File: src/rtl/regbank_xfer_if.sv
// rtl/regbank_xfer_if.sv - command and register-bank signal bundle for regbank_xfer
// master = host/bank side, slave = the transfer sequencer.
interface regbank_xfer_if;
   logic        start;
   logic [1:0]  op;
   logic [2:0]  src;
   logic [2:0]  dst;
   logic [15:0] imm;
   logic [15:0] bus;
   logic [15:0] in;
   logic [2:0]  rsel;
   logic        wrr;
   logic        tr;
   logic        busy;
   logic        done;
   logic        err;
   logic [15:0] rdata;

   modport master (
      output start, op, src, dst, imm, bus,
      input  in, rsel, wrr, tr, busy, done, err, rdata
   );

   modport slave (
      input  start, op, src, dst, imm, bus,
      output in, rsel, wrr, tr, busy, done, err, rdata
   );
endinterface

File: src/rtl/regbank_xfer.sv
// rtl/regbank_xfer.sv - register-bank MOV/SWAP/LOAD/READ sequencer, one bank phase per cycle
// Optional SWAP support is compiled in by defining REGBANK_XFER_SWAP_EN.
module regbank_xfer (
   input  logic           clk,
   input  logic           reset,
   regbank_xfer_if.slave  xif
);
   localparam logic [1:0] OP_MOV  = 2'b00;
   localparam logic [1:0] OP_SWAP = 2'b01;
   localparam logic [1:0] OP_LOAD = 2'b10;
   localparam logic [1:0] OP_READ = 2'b11;

`ifdef REGBANK_XFER_SWAP_EN
   typedef enum logic [2:0] {IDLE, RD_A, RD_B, WR_A, WR_B, DONE} state_t;
`else
   typedef enum logic [2:0] {IDLE, RD_A, WR_A, DONE} state_t;
`endif

   state_t      state_q, state_d;
   logic [1:0]  op_q;
   logic [2:0]  src_q;
   logic [2:0]  dst_q;
   logic [15:0] imm_q;
   logic        err_q;
   logic [15:0] tmp_a_q;
   logic [15:0] rdata_q;
   logic        op_illegal;
`ifdef REGBANK_XFER_SWAP_EN
   logic [15:0] tmp_b_q;
   assign op_illegal = 1'b0;
`else
   assign op_illegal = (xif.op == OP_SWAP);
`endif

   always_ff @(posedge clk or negedge reset) begin
      if (!reset) begin
         state_q <= IDLE;
         op_q    <= OP_MOV;
         src_q   <= 3'd0;
         dst_q   <= 3'd0;
         imm_q   <= 16'h0000;
         err_q   <= 1'b0;
         tmp_a_q <= 16'h0000;
         rdata_q <= 16'h0000;
`ifdef REGBANK_XFER_SWAP_EN
         tmp_b_q <= 16'h0000;
`endif
      end else begin
         state_q <= state_d;
         if (state_q == IDLE && xif.start) begin
            op_q  <= xif.op;
            src_q <= xif.src;
            dst_q <= xif.dst;
            imm_q <= xif.imm;
            err_q <= op_illegal;
         end
         // Bank data is only valid while tr=1, so capture on the edge closing the read phase.
         if (state_q == RD_A) begin
            tmp_a_q <= xif.bus;
            if (op_q == OP_READ) rdata_q <= xif.bus;
         end
`ifdef REGBANK_XFER_SWAP_EN
         if (state_q == RD_B) tmp_b_q <= xif.bus;
`endif
      end
   end

   always_comb begin
      state_d  = state_q;
      xif.tr   = 1'b0;
      xif.wrr  = 1'b0;
      xif.rsel = 3'd0;
      xif.in   = 16'h0000;
      xif.done = 1'b0;
      xif.err  = 1'b0;
      case (state_q)
         IDLE: begin
            if (xif.start) begin
               if (op_illegal)             state_d = DONE;
               else if (xif.op == OP_LOAD) state_d = WR_A;
               else                        state_d = RD_A;
            end
         end
         RD_A: begin
            xif.tr   = 1'b1;
            xif.rsel = src_q;
            state_d  = (op_q == OP_READ) ? DONE : WR_A;
`ifdef REGBANK_XFER_SWAP_EN
            if (op_q == OP_SWAP) state_d = RD_B;
`endif
         end
`ifdef REGBANK_XFER_SWAP_EN
         RD_B: begin
            xif.tr   = 1'b1;
            xif.rsel = dst_q;
            state_d  = WR_A;
         end
`endif
         WR_A: begin
            xif.wrr  = 1'b1;
            xif.rsel = dst_q;
            xif.in   = (op_q == OP_LOAD) ? imm_q : tmp_a_q;
            state_d  = DONE;
`ifdef REGBANK_XFER_SWAP_EN
            if (op_q == OP_SWAP) begin
               xif.rsel = src_q;
               xif.in   = tmp_b_q;
               state_d  = WR_B;
            end
`endif
         end
`ifdef REGBANK_XFER_SWAP_EN
         WR_B: begin
            xif.wrr  = 1'b1;
            xif.rsel = dst_q;
            xif.in   = tmp_a_q;
            state_d  = DONE;
         end
`endif
         DONE: begin
            xif.done = 1'b1;
            xif.err  = err_q;
            state_d  = IDLE;
         end
         default: state_d = IDLE;
      endcase
   end

   assign xif.busy  = (state_q != IDLE);
   assign xif.rdata = rdata_q;
endmodule

File: src/flat_wrapper.sv
// flat-port wrapper written by rule: the top's interface ports become plain ports
module regbank_xfer_flat 
  (clk, reset, xif_start, xif_op, xif_src, xif_dst, xif_imm, xif_bus, xif_in, xif_rsel, xif_wrr, xif_tr, xif_busy, xif_done, xif_err, xif_rdata);
  regbank_xfer_if xif_i ();
  input  logic clk;
  input  logic reset;
  input wire logic [$bits(xif_i.start)-1:0] xif_start;
  input wire logic [$bits(xif_i.op)-1:0] xif_op;
  input wire logic [$bits(xif_i.src)-1:0] xif_src;
  input wire logic [$bits(xif_i.dst)-1:0] xif_dst;
  input wire logic [$bits(xif_i.imm)-1:0] xif_imm;
  input wire logic [$bits(xif_i.bus)-1:0] xif_bus;
  output wire logic [$bits(xif_i.in)-1:0] xif_in;
  output wire logic [$bits(xif_i.rsel)-1:0] xif_rsel;
  output wire logic [$bits(xif_i.wrr)-1:0] xif_wrr;
  output wire logic [$bits(xif_i.tr)-1:0] xif_tr;
  output wire logic [$bits(xif_i.busy)-1:0] xif_busy;
  output wire logic [$bits(xif_i.done)-1:0] xif_done;
  output wire logic [$bits(xif_i.err)-1:0] xif_err;
  output wire logic [$bits(xif_i.rdata)-1:0] xif_rdata;
  assign xif_i.start = xif_start;
  assign xif_i.op = xif_op;
  assign xif_i.src = xif_src;
  assign xif_i.dst = xif_dst;
  assign xif_i.imm = xif_imm;
  assign xif_i.bus = xif_bus;
  assign xif_in = xif_i.in;
  assign xif_rsel = xif_i.rsel;
  assign xif_wrr = xif_i.wrr;
  assign xif_tr = xif_i.tr;
  assign xif_busy = xif_i.busy;
  assign xif_done = xif_i.done;
  assign xif_err = xif_i.err;
  assign xif_rdata = xif_i.rdata;
  regbank_xfer u_core (.clk(clk), .reset(reset), .xif(xif_i));
endmodule
File: config.mk
export PLATFORM = sky130hd
export DESIGN_NAME = regbank_xfer_flat
export DESIGN_NICKNAME = d
export VERILOG_FILES = /design/src/rtl/regbank_xfer_if.sv /design/src/rtl/regbank_xfer.sv /design/src/flat_wrapper.sv
export SDC_FILE = /design/constraint.sdc
export NUM_CORES = 1
export LEC_CHECK = 0
export BUFFER_PORTS_ARGS = -buffer_cell sky130_fd_sc_hd__buf_2
export CORE_ASPECT_RATIO = 1.1
export CORE_MARGIN = 5
export CORE_UTILIZATION = 46
export CTS_CLUSTER_SIZE = 8
export DETAILED_ROUTE_END_ITERATION = 8
export GPL_ROUTABILITY_DRIVEN = 1
export PLACE_DENSITY = 0.83
export SLEW_MARGIN = 0
export SYNTH_ARGS = -nofsm -noshare
export SYNTH_HDL_FRONTEND = slang
export SYNTH_SLANG_ARGS = --single-unit
File: constraint.sdc
create_clock -name clk -period 3.8 [get_ports clk]
set_input_delay 0.38 -clock clk [delete_from_list [all_inputs] [get_ports clk]]
set_output_delay 0.38 -clock clk [all_outputs]
set_load 0.005 [all_outputs]
# == Word level (Yosys, flattened, before mapping) ==
# Cells that the tools add are included.
# totals
input_bits,43
output_inout_bits,40
ff_bits,60
wordCells,32
# op_classes
n_eq_ne,8
reduce_logical,4
mux,12
# ops
op,count
16-bit two-way mux,2
3-bit case mux with 3 select lines,1
"2-bit equality test, second input constant",3
"3-bit by 2-bit equality test with 1-bit output, second input constant",2
3-bit two-way mux,2
3-bit case mux with 2 select lines,1
1-bit two-way mux,5
"3-bit by 1-bit equality test with 1-bit output, second input constant",1
3-bit zero test,1
3-bit nonzero test,1
"2-bit by 1-bit equality test with 1-bit output, second input constant",1
2-bit two-way mux,1
"2-bit != test, second input constant",1
2-bit AND reduction,1
1-bit logical AND,1

# == Longest topological paths before layout ==
# logic_depth
depth_word,5
mapped_depth,6
depth_no_buf,5

# == Worst setup path before layout ==
# OpenSTA, ideal clock, no wires.
# synth_path
kind,register -> output
startpoint,register u_core.state_q[1]
endpoint,output port xif_rsel[0]
path_buffers,2
required_time_ps,3420
slack_ps,2213
path_stages_with_launch,7
arrival_time_ps,1207
cell_sequence,dfrtp_1 -> inv_1 -> ha_1 -> buf_4 -> buf_2 -> a22oi_1 -> nor2_1
# synth_via
elab_chain_cells,2
word_cells_on_any_way,3
cone_classes,eq/ne: 2; mux: 1
# synth_lines
element,line,text
"start, declared",regbank_xfer.sv:19,"state_t state_q, state_d;"
"start signal, assigned",regbank_xfer.sv:49,state_q <= state_d;
3-bit by 2-bit equality test with 1-bit output / 3-bit by 1-bit equality test with 1-bit output (equally long branches),regbank_xfer.sv:76,case (state_q)
3-bit case mux with 2 select lines (*),regbank_xfer.sv:76,
"end, declared",flat_wrapper.sv:14,output wire logic [$bits(xif_i.rsel)-1:0] xif_rsel;
# Every way passes the cells marked *; elsewhere a longest branch is shown, timed or not.

# == Worst setup path in the final report ==
# layout_path
startpoint,register u_core.state_q[1]
endpoint,output port xif_rsel[1]
# The elaborated chain is that of the path after synthesis.

==> flow_metrics.env <==
export IMPL_status="complete, no violations"
export IMPL_synth_area_leaders="dfrtp_1 54%, mux2_2 18%, mux2_4 5.5%"
export IMPL_setup_tns_ps=0
export IMPL_worstSkewPairLatency_ps=330
export IMPL_synth_area_leader_cell="dfrtp_1"
export IMPL_path_cells="inv_1 -> ha_1 -> a22oi_1 -> nor2_1 -> buf_2"
export IMPL_syn_area_per_cell_sq_um=13.1
export IMPL_htreeDepth=3
export IMPL_start_kind="flop"
export IMPL_power_switching_w=0.000928
export IMPL_drive_gt1_share_pct=52.3
export IMPL_die_area_sq_mm=0.00763
export IMPL_die_y_um=91.1
export IMPL_antenna_diode_count=0
export IMPL_cts_tree="yes"
export IMPL_drtAntennaViolNets=0
export IMPL_overflow=0
export IMPL_crit_cells=5
export IMPL_core_area_sq_mm=0.00581
export IMPL_crit_path_end_kind="output pin"
export IMPL_max_freq_mhz=407
export IMPL_p_per_area_mw_per_mm2=855
export IMPL_start_util_pct=47.4
export IMPL_p_leak_nw=1.72
export IMPL_io_pins=83
export IMPL_grt_start_max_net_pins=33
export IMPL_combinationalPowerShare_pct=39.1
export IMPL_design_area_sq_mm=0.00341
export IMPL_yosys_warnings=0
export IMPL_portBuffers=82
export IMPL_tightest_slew_ps=910
export IMPL_wl_um=5980
export IMPL_finalMaxSlewViolations=0
export IMPL_min_path_type="primary input to async pin"
export IMPL_cts_root_buf="clkbuf_8"
export IMPL_cts_resized=0
export IMPL_path_delay_family="adder cells"
export IMPL_ys_seq_area_share_pct=53.7
export IMPL_met3_length_um=298
export IMPL_synthFlopType="dfrtp_1"
export IMPL_fp_row_count=29
export IMPL_top_layer="met4"
export IMPL_drt_iter0_markers=104
export IMPL_wl_met2_um=3140
export IMPL_p_seq_share_pct=38.9
export IMPL_nFillCells=495
export IMPL_p_clk_share_pct=22.0
export IMPL_fp_dieW_um=83.7
export IMPL_fin_cells=377
export IMPL_synth_top_area_share_pct=53.7
export IMPL_finalSetupViolations=0
export IMPL_syn_num_nets=262
export IMPL_dp_hpwl_um=4280
export IMPL_cap_violations=0
export IMPL_fin_skew_ps=9.12
export IMPL_ir_drop_uv=393
export IMPL_layout_nets=347
export IMPL_drc=0
export IMPL_synthArstFlopShare_pct=100
export IMPL_drt_wirelength_per_cell_um=15.9
export IMPL_synth_cell_types=24
export IMPL_hold_viol=0
export IMPL_post_cts_setup_buffers=0
export IMPL_slowest_stage="ha_1"
export IMPL_place_congestion=0.805
export IMPL_cts_hold_fix_buffers=0
export IMPL_yosys_cell_count_top_type="dfrtp_1"
export IMPL_clk_pin_slew_ps=70
export IMPL_m1WireLength_um=2430
export IMPL_grt_pass1_wl_um=10100
export IMPL_critPathArrivalTime_ps=2070
export IMPL_crit_type="flop to output pin"
export IMPL_grt_total_usage_pct=16.6
export IMPL_r2r_slack_ps=1930
export IMPL_cts_inserted_buffers=9
export IMPL_p_total_w=0.00292
export IMPL_critical_path_peak_fanout=19
export IMPL_syn_area_sq_mm=0.00275
export IMPL_vias=1886
export IMPL_swShare_pct=31.8
export IMPL_path_buf_inv=2
export IMPL_rsz0062_at_grt="no"
export IMPL_first_global_vias=2081
export IMPL_numClockSinks=59
export IMPL_p_int_w=0.00199
export IMPL_timing_final_crit_share_pct=64.6
export IMPL_clk_path_buf_depth=2
export IMPL_synth_edf_count=0
export IMPL_crit_required_ps=3420
export IMPL_relSlewSlack_pct=39.4
export IMPL_synthCells=210
export IMPL_ys_ff_latch=59
export IMPL_rr_endpoint="u_core.tmp_a_q[0]"
export IMPL_area_growth_pct=24.0
export IMPL_critical_path_max_stage_delay_ps=760
export IMPL_ys_top_cells_by_count="59 x dfrtp_1, 45 x mux2_2, 34 x nand2_1, 10 x a21boi_1, 10 x mux2_4"
export IMPL_vias_per_cell=5.00
export IMPL_drtPass1Iterations=6
export IMPL_antenna_found_initial=0
export IMPL_postPlaceCellArea_sq_mm=0.00318
export IMPL_fin_crit_ps=2450
export IMPL_rr_worst_depth=3
export IMPL_r2r_start="u_core.state_q[1]"
export IMPL_dp_cells=361
[through the flow]
stage | worst slack [ps] | util [%] | hold WS, ps
floorplan | 2210 | - | 84.4
global placement | 1690 | 54.8 | 420
detailed placement | 1690 | 54.8 | 430
CTS | 1300 | 58.8 | 65.5
global route | 1160 | 58.8 | 95.4
finish | 1350 | 58.8 | 52.6
[area by class of cell]
type | count | area [sq um] | area share [%]
Timing Repair Buffer | 84 | 425 | 12.5
Multi-Input combinational cell | 134 | 1160 | 34.0
Inverter | 7 | 26.3 | 0.770
Clock buffer | 11 | 151 | 4.44
Tap cell | 77 | 96.3 | 2.82
Sequential cell | 59 | 1480 | 43.3
Clock inverter | 5 | 75.1 | 2.20
[power groups by stage]
stage / clock network [W] / registers [W] / logic [W]
after floorplan: 0 / 0.00111 / 0.000816
after global placement: 0 / 0.00112 / 0.00112
after detailed placement: 0 / 0.00115 / 0.00115
after CTS: 0.000659 / 0.00114 / 0.00116
after global routing: 0.000688 / 0.00118 / 0.00127
final: 0.000641 / 0.00114 / 0.00114
[cells in the final DEF, fill, tap and decap left out, types with 2 or more instances in the layout]
cell	n
bufinv_16	2
mux2_4	10
o21ai_0	2
nand2_1	34
dfrtp_1	59
mux2_2	45
a21boi_1	10
nand2b_1	2
clkinv_2	3
buf_2	82
ha_1	9
buf_4	2
nor2_1	4
a22oi_1	3
inv_1	7
clkbuf_8	11
a21boi_0	6
nor2b_1	2
[logic make-up (layout without fill, tap and decap cells)]
group	after synthesis	count (layout)	synth area share, %
buf+inv	17	107	4.14
mux	56	56	24.2
flops	59	59	53.7
fa+ha+maj	9	9	4.09
simple gates	45	45	7.37
compound gates	24	24	6.46
[worst max path at each step]
stage / start / end
6_report: u_core.state_q[1] / xif_rsel[1]
5_1_grt: u_core.state_q[1] / xif_rsel[1]
4_1_cts: u_core.state_q[1] / xif_rsel[1]
3_5_place_dp: u_core.state_q[1] / xif_rsel[1]
3_3_place_gp: u_core.state_q[1] / xif_rsel[1]
2_1_floorplan: u_core.state_q[1] / xif_rsel[0]
[sequential cells by signal, summed over array words and instances, names as in the netlist]
name / cells
u_core.imm_q: 16
u_core.tmp_a_q: 16
u_core.xif.rdata: 16
u_core.dst_q: 3
u_core.src_q: 3
u_core.op_q: 2
u_core.state_q: 2
u_core.err_q: 1
[worst reg2reg max path, cell delays in order (launching register included)]
cell and delay [ps]:
dfrtp_1 440, inv_1 120, ha_1 760, mux2_2 420
[layer usage]
layer  global-route usage (%)  vias to the layer above
met2                     28.1                       53
met5                        0                        -
met1                     19.8                      933
li1                         -                      888
met3                     4.43                       12
met4                     7.24                        0
Note: power is estimated with default switching activity, not from simulation.
